<file path="config.mk">
export PLATFORM = sky130hd
export DESIGN_NAME = ball_ctrl
export DESIGN_NICKNAME = d
export VERILOG_FILES = /design/src/rtl/ball_ctrl.sv
export SDC_FILE = /design/constraint.sdc
export NUM_CORES = 1
export LEC_CHECK = 0
export ABC_AREA = 1
export CAP_MARGIN = 0
export CORE_UTILIZATION = 57
export CTS_CLUSTER_SIZE = 24
export DETAILED_ROUTE_END_ITERATION = 10
export PLACE_DENSITY = 0.95
export SYNTH_ARGS = -nofsm -noshare
export SYNTH_HDL_FRONTEND = slang
export SYNTH_SLANG_ARGS = --single-unit
</file>
<file path="constraint.sdc">
create_clock -name clk -period 7.6 [get_ports clk]
set_clock_uncertainty 0.1 [all_clocks]
set_input_delay 2.28 -clock clk [delete_from_list [all_inputs] [get_ports clk]]
set_output_delay 2.28 -clock clk [all_outputs]
set_load 0.05 [all_outputs]
</file>
<file path="src/rtl/ball_ctrl.sv">
// Pong ball motion/collision engine: once-per-frame movement, wall and paddle bounces, miss detection.
// Optional feature macro: BALL_SPEEDUP_EN (paddle hits raise speed, saturating at 4).
module ball_ctrl #(
    parameter int unsigned X_MAX        = 639,
    parameter int unsigned Y_MAX        = 479,
    parameter int unsigned BALL_SIZE    = 8,
    parameter int unsigned BALL_VEL     = 2,
    parameter int unsigned SERVE_FRAMES = 60
) (
    input  logic       clk,
    input  logic       reset,
    input  logic [9:0] x,
    input  logic [9:0] y,
    input  logic [9:0] pad1_t,
    input  logic [9:0] pad1_b,
    input  logic [9:0] pad1_l,
    input  logic [9:0] pad1_r,
    input  logic [9:0] pad2_t,
    input  logic [9:0] pad2_b,
    input  logic [9:0] pad2_l,
    input  logic [9:0] pad2_r,
    output logic       ball_on,
    output logic [9:0] ball_x,
    output logic [9:0] ball_y,
    output logic       miss1,
    output logic       miss2,
    output logic       serving
);

    localparam int unsigned CW = (SERVE_FRAMES > 1) ? $clog2(SERVE_FRAMES) : 1;
    localparam logic [9:0]  CENTRE_X = 10'd316;
    localparam logic [9:0]  CENTRE_Y = 10'd236;
    localparam logic [2:0]  VEL      = 3'(BALL_VEL);

    typedef enum logic [1:0] {SERVE, PLAY, MISS} state_t;

    state_t        state;
    logic [CW-1:0] cnt;
    logic          dx;
    logic          dy;
    logic [2:0]    spd;

    logic          tick;
    logic [10:0]   bl, br, bt, bb, sp;
    logic          hit_r, hit_l, miss_r, miss_l, wall_t, wall_b;
    logic          dx_n, dy_n;
    logic [9:0]    nx, ny;

    // Edge arithmetic carried in 11 bits so paddle sums near the top of range cannot wrap.
    always_comb begin
        tick   = (y == 10'd481) && (x == '0);
        sp     = {8'd0, spd};
        bl     = {1'b0, ball_x};
        br     = bl + 11'(BALL_SIZE - 1);
        bt     = {1'b0, ball_y};
        bb     = bt + 11'(BALL_SIZE - 1);

        hit_r  = dx && (br >= {1'b0, pad1_l}) && (br <= {1'b0, pad1_r} + sp)
                    && (bb >= {1'b0, pad1_t}) && (bt <= {1'b0, pad1_b});
        hit_l  = !dx && (bl <= {1'b0, pad2_r}) && (bl + sp >= {1'b0, pad2_l})
                    && (bb >= {1'b0, pad2_t}) && (bt <= {1'b0, pad2_b});
        miss_r = dx && (br >= 11'(X_MAX) - sp);
        miss_l = !dx && (bl <= sp);
        wall_t = (bt <= sp);
        wall_b = (bb >= 11'(Y_MAX) - sp);

        dx_n   = hit_r ? 1'b0 : (hit_l ? 1'b1 : dx);
        dy_n   = wall_t ? 1'b1 : (wall_b ? 1'b0 : dy);
        nx     = dx_n ? ball_x + 10'(spd) : ball_x - 10'(spd);
        ny     = dy_n ? ball_y + 10'(spd) : ball_y - 10'(spd);

        ball_on = (bl <= {1'b0, x}) && ({1'b0, x} <= br)
               && (bt <= {1'b0, y}) && ({1'b0, y} <= bb);
    end

`ifndef BALL_SPEEDUP_EN
    assign spd = VEL;
`endif

    always_ff @(posedge clk or negedge reset) begin
        if (!reset) begin
            state   <= SERVE;
            cnt     <= '0;
            ball_x  <= CENTRE_X;
            ball_y  <= CENTRE_Y;
            dx      <= 1'b0;
            dy      <= 1'b1;
            miss1   <= 1'b0;
            miss2   <= 1'b0;
            serving <= 1'b1;
`ifdef BALL_SPEEDUP_EN
            spd     <= VEL;
`endif
        end else begin
            miss1 <= 1'b0;
            miss2 <= 1'b0;
            if (tick) begin
                case (state)
                    SERVE: begin
                        ball_x <= CENTRE_X;
                        ball_y <= CENTRE_Y;
                        if (cnt == CW'(SERVE_FRAMES - 1)) begin
                            cnt     <= '0;
                            state   <= PLAY;
                            serving <= 1'b0;
                        end else begin
                            cnt <= cnt + 1'b1;
                        end
                    end
                    PLAY: begin
                        dy <= dy_n;
                        // A paddle hit outranks a miss detected in the same frame.
                        if (!(hit_r || hit_l) && miss_r) begin
                            miss1 <= 1'b1;
                            dx    <= 1'b1;
                            state <= MISS;
                        end else if (!(hit_r || hit_l) && miss_l) begin
                            miss2 <= 1'b1;
                            dx    <= 1'b0;
                            state <= MISS;
                        end else begin
                            dx     <= dx_n;
                            ball_x <= nx;
                            ball_y <= ny;
`ifdef BALL_SPEEDUP_EN
                            if (hit_r || hit_l)
                                spd <= (spd >= 3'd4) ? 3'd4 : spd + 3'd1;
`endif
                        end
                    end
                    MISS: begin
                        state   <= SERVE;
                        serving <= 1'b1;
                        cnt     <= '0;
                        ball_x  <= CENTRE_X;
                        ball_y  <= CENTRE_Y;
`ifdef BALL_SPEEDUP_EN
                        spd     <= VEL;
`endif
                    end
                    default: state <= SERVE;
                endcase
            end
        end
    end

endmodule

</file>
### Word level (Yosys, flattened, before mapping)

Index checks and enable logic that the tools add are counted.

| cells by class | value |
|---|---|
| add/sub/neg operators | 9 |
| $lt $le $gt $ge | 16 |
| eq/ne operators | 8 |
| muxes and demuxes | 29 |
| reduce and logical (&&, ||, !) cells | 29 |

Operators by type and width:

| cell | number |
|---|---|
| 10-bit two-way mux | 6 |
| 10-bit less-or-equal comparator | 5 |
| 11-bit by 10-bit greater-or-equal comparator with 1-bit output | 4 |
| 10-bit case mux with 2 select lines | 2 |
| 10-bit by 2-bit adder with 11-bit output, second input constant | 2 |
| 10-bit by 3-bit adder with 11-bit output, second input constant | 2 |
| 10-bit by 11-bit less-or-equal comparator with 1-bit output | 2 |
| 10-bit by 2-bit adder with 10-bit output, second input constant | 2 |
| 10-bit by 2-bit less-or-equal comparator with 1-bit output, second input constant | 2 |
| 10-bit by 2-bit subtractor with 10-bit output, second input constant | 2 |
| 1-bit logical AND | 16 |
| 1-bit two-way mux | 14 |
| 6-bit case mux with 2 select lines | 1 |
| 11-bit by 10-bit greater-or-equal comparator with 1-bit output, second input constant | 1 |
| 11-bit by 9-bit greater-or-equal comparator with 1-bit output, second input constant | 1 |
| 11-bit less-or-equal comparator | 1 |
| 10-bit by 9-bit == test with 1-bit output, second input constant | 1 |
| 10-bit logical NOT | 1 |
| 6-bit by 1-bit adder with 6-bit output, second input constant | 1 |
| 6-bit == test, second input constant | 1 |
| 2-bit two-way mux | 3 |
| 6-bit two-way mux | 1 |
| 2-bit inequality test, second input constant | 3 |
| 3-bit AND reduction | 2 |
| 12 further kinds | 15 |

| storage, ports and cells | value |
|---|---|
| flip-flop bits (word level) | 33 |
| input bits | 102 |
| output and inout bits | 24 |

### Logic depth before layout (Yosys ltp)

| depth | value |
|---|---|
| depth after elaboration | 13 |
| gate-level depth with buffers | 23 |
| mapped depth without buffers | 23 |

### Least setup slack after synthesis

No wires, ideal clock.

| timing | value |
|---|---|
| kind | input-to-output |
| from | input x[7] |
| to | output ball_on |
| arrival time | 4.028 ns |
| data required time | 5.220 ns |
| setup slack | 1.192 ns |
| stages | 9 |
| path through | inv_1 -> ha_1 -> a21oi_1 -> nor2_1 -> a211oi_1 -> o211ai_1 -> o21ai_0 -> o311ai_0 -> a21oi_1 |

| on the way | value |
|---|---|
| longest elaborated chain between the ends | 4 |
| elaborated cells on any way between the ends | 5 |

Ends and longest elaborated chain:

| item | RTL line | source |
|---|---|---|
| start: declaration | 12 | `input logic [9:0] x,` |
| 10-bit by 11-bit less-or-equal comparator with 1-bit output or 10-bit less-or-equal comparator (tied branches) | 72 | `ball_on = (bl <= {1'b0, x}) && ({1'b0, x} <= br)` |
| 1-bit logical AND (*) | 72 |  |
| 1-bit logical AND (*) (2 in series) | 73 | `&& (bt <= {1'b0, y}) && ({1'b0, y} <= bb);` |
| end: declaration | 22 | `output logic ball_on,` |

Every way passes the cells marked *; elsewhere a longest branch is shown, timed or not.

### Final worst setup path

Ends and elaborated chain as after synthesis.

==> results by group <==
Pwr
  – Maximum vdd drop: 0.1097 mV
  – Leak Pwr: 3.790 nW
  – Clk network pwr share: 0.289
  – Overall power after layout: 415.1 uW
  – Power per cell area: 58.03 nW/um^2
  – Register share of total power: 0.399
  – Comb pwr share: 0.312
  – Psw: 115.5 uW
  – Cell-internal power: 299.6 uW
  – Switching share of total power: 0.2783

Routing
  – Total via count after detailed routing: 6488
  – Detailed-route vias per instance: 5.579
  – Detailed-router iteration count before antenna repair: 5
  – # DRC: 0
  – 1st-iter DRT viols: 530
  – Number of nets with antenna violations after detailed routing: 0
  – Drt total wl: 16200 um
  – Post-DR wirelength/cell: 13.93 um

Worst setup path
  – Most Frequent Cell on Critical Path: a21oi_1
  – Startpoint type of the worst setup path: input pin
  – Required time worst endpoint: 5.22 ns
  – CP peak stage delay: 0.55 ns
  – Crit path capture type: output pin
  – Slowest stage cell on the critical path: clkdlybuf4s50_1
  – Arrival @ worst endpoint: 4.50 ns
  – Crit path max fanout: 3
  – Category of the most critical setup path: in -> out
  – Cell chain of the critical path: clkdlybuf4s50_1 > inv_1 > ha_1 > a21oi_1 > nor2_1 > a211oi_1 > o211ai_1 > o21ai_0 > o311ai_0 > a21oi_1 > buf_4

Yosys
  – Syn. warnings: 0
  – Number of different library cells in the post-synthesis netlist: 49
  – Synth Register Bits: 31
  – Avg Synthesized Cell Area: 6.315 sq um
  – Post-synthesis cell area: 5797 sq um
  – Post-synthesis instance total: 918
  – Sequential cell area fraction in the yosys report: 0.1364

Floorplanning
  – Std-Cell Rows: 36
  – Die boundary height: 102.8 um
  – Std-Cell Core Area: 9819 sq um
  – Die area: 10580 sq um
  – Floorplan die width: 102.8 um
  – Num ports: 126
  – Initial core utilization: 0.5903

Timing
  – Achievable clock frequency: 145.3 MHz
  – Final Critical Period: 6.884 ns
  – Sum Neg Setup Slack: 0 ns
  – Max-slew violation count: 0
  – Smallest hold slack: 0.4040 ns
  – Final-report hold violation count: 0
  – Actual transition at the worst max-transition pin: 0.7293 ns
  – Max-slew headroom at the worst pin: 0.5138
  – # setup viols final: 0
  – Unrepaired setup endpoints after global routing: false
  – Final clock period utilization by the worst path: 0.9058

CTS
  – Count of H-tree levels built during CTS: 2
  – Number of buffers added for setup after CTS: 0
  – Maximum buffer depth of the clock tree: 2
  – # resized after CTS: 0
  – CTS sink cnt: 31
  – TritonCTS buffer count: 5
  – TritonCTS clock tree: done
  – Clock slew at reported path FFs: 0.06 ns
  – CTS root buffer: clkbuf_8
  – Insertion delay to the later sink of the worst-skew pair: 0.28 ns
  – Post-cts hold buffer count: 0

Global route
  – First-pass GRT wire length: 26590 um
  – Met3 track demand over resource: 0.04814
  – Gr busiest metal: met2
  – Maximum number of pins on one net before global-route repair: 32
  – Met1 demand-to-capacity share in global routing: 0.3983
  – Vias in the first global route: 6128
  – Routing usage on met2: 0.5364
  – Total routing usage reported by global routing: 0.3153
  – Antenna violations before repair: 0
  – Total grt overflow: 0

Layout
  – Fraction of layout cells with a size suffix above 1: 0.04466
  – Total number of nets in the final design: 1238
  – Final core utilization: 0.7285
  – Area overhead of the layout relative to synthesis: 23.40%
  – Antenna diode count: 0

Placed design
  – Global placement routability congestion: 0.9656
  – Port Buffer Count: 120
  – Post-DP HPWL: 13250 um

Min path
  – Type of the most critical hold path: reg -> reg

Status
  – Outcome: finished, final reports clean

Job
  – Max_cap viols: 0
cell type report:
class                   count  area (sq um)
clock buffers               7         76.32
clock inverters             1         5.005
fillers                   811          2666
inverters                 173         649.4
multi-input cells         696          4252
flip-flops and latches     31         790.8
well taps                 133         166.4
repair buffers            122          1214
path summary, 6_finish.rpt:
path / endpoint / depth (start not counted) / slack, ns / from
min: cnt[0]$_DFFE_PN0P_ / 1 / 0.40 / cnt[0]$_DFFE_PN0P_
max reg2reg: ball_x[1]$_DFFE_PN0P_ / 18 / 3.58 / ball_y[1]$_DFFE_PN0P_
min in group asynchronous: miss2$_DFF_PN0_ / 2 / 2.29 / reset
min reg2reg: cnt[0]$_DFFE_PN0P_ / 1 / 0.40 / cnt[0]$_DFFE_PN0P_
max: ball_on / 11 / 0.72 / x[7]
max in group asynchronous: ball_x[8]$_DFFE_PN1P_ / 2 / 4.79 / reset
power by group through the flow:
stage	sequential, mW	clock (mW)	combinational [mW]
after floorplan	0.168	0	0.0566
after global placement	0.168	0	0.123
after detailed placement	0.168	0	0.128
after CTS	0.165	0.121	0.129
after global routing	0.165	0.132	0.144
final	0.165	0.120	0.130
cells by family (layout without fill, tap and decap cells):
kind of cell,after synthesis,after routing,share of synthesized area
buf+inv,192,303,0.1308
other cells,1,2,0.0006469
xor+xnor,34,34,0.05137
fa+ha+maj,107,107,0.2310
flops,31,31,0.1364
simple gates,441,441,0.3367
compound gates,112,112,0.1131
sequential cells by signal, summed over array words and instances, names as in the netlist:
register  flops
ball_x        9
ball_y        9
cnt           6
dx            1
dy            1
miss1         1
miss2         1
serving       1
state         2
routing by layer:
metal  vias up  part of all wire
li1       3226                 -
met5         -                 0
met4         0             0.031
met2       346              0.46
met1      2863              0.40
met3        53              0.10
synth_stat cells (all sizes together):
library cell  instances  share of area
a211oi                3         0.0039
a21boi                2         0.0026
a21o                  1         0.0013
a21oi                51          0.045
a31oi                 3         0.0032
a41oi                 1         0.0015
and3                  2         0.0022
buf                  17          0.017
clkbuf                2         0.0015
clkinv                1        0.00065
conb                  1        0.00065
dfrtp                19          0.082
dfstp                12          0.054
ha                  107           0.23
inv                 172           0.11
nand2               225           0.15
nand3                87          0.077
nand3b                4         0.0058
nand4                22          0.024
nor2                 81          0.057
nor3                  8         0.0069
nor3b                 1         0.0013
nor4                  9         0.0097
nor4b                 1         0.0015
o2111ai               2         0.0060
o211ai                5         0.0065
o21a                  5         0.0065
o21ai                33          0.028
o21bai                2         0.0026
o221a                 1         0.0019
o22ai                 1         0.0011
o311ai                1         0.0015
o31ai                 1         0.0013
or2                   1         0.0011
xnor2                 3         0.0045
xor2                 31          0.047
worst max-delay path, delay by kind of cell:
family	cells	cell delay [ns]
AOI/OAI and AO/OA	6	0.98
adders and majority gates	1	0.32
and+or+nand+nor	1	0.05
buffers and inverters	3	0.88
per-stage QoR:
stage	cell area, sq um	setup WS (ns)	std cells
global route	7153	0.6265	1163
floorplan	5801	1.192	919
CTS	7153	0.7468	1163
finish	7153	0.7161	1163
detailed placement	7072	0.7501	1155
global placement	7072	0.7720	1155
cell usage in the layout (no fill, tap or decap), types with 2 or more instances in the layout:
cell type        count
nand3_1             85
nor3_1               8
nand3b_1             3
inv_1              167
a211oi_1             3
nand2_1            218
and3_1               2
nor2_4               2
clkbuf_8             5
nor4_1               9
nand4_1             22
inv_2                5
dfrtp_1             19
clkbuf_1             2
xnor2_1              3
nor2_1              74
o21ai_0             33
nor2_2               5
nand2_2              5
a21boi_0             2
a21oi_1             50
buf_4                3
xor2_1              31
dfstp_2             12
nand2_4              2
o211ai_1             5
ha_1               107
o21a_1               5
a31oi_1              3
o21bai_1             2
conb_1               2
clkdlybuf4s50_1    119
nand3_2              2
(Power assumes the default switching activity.)
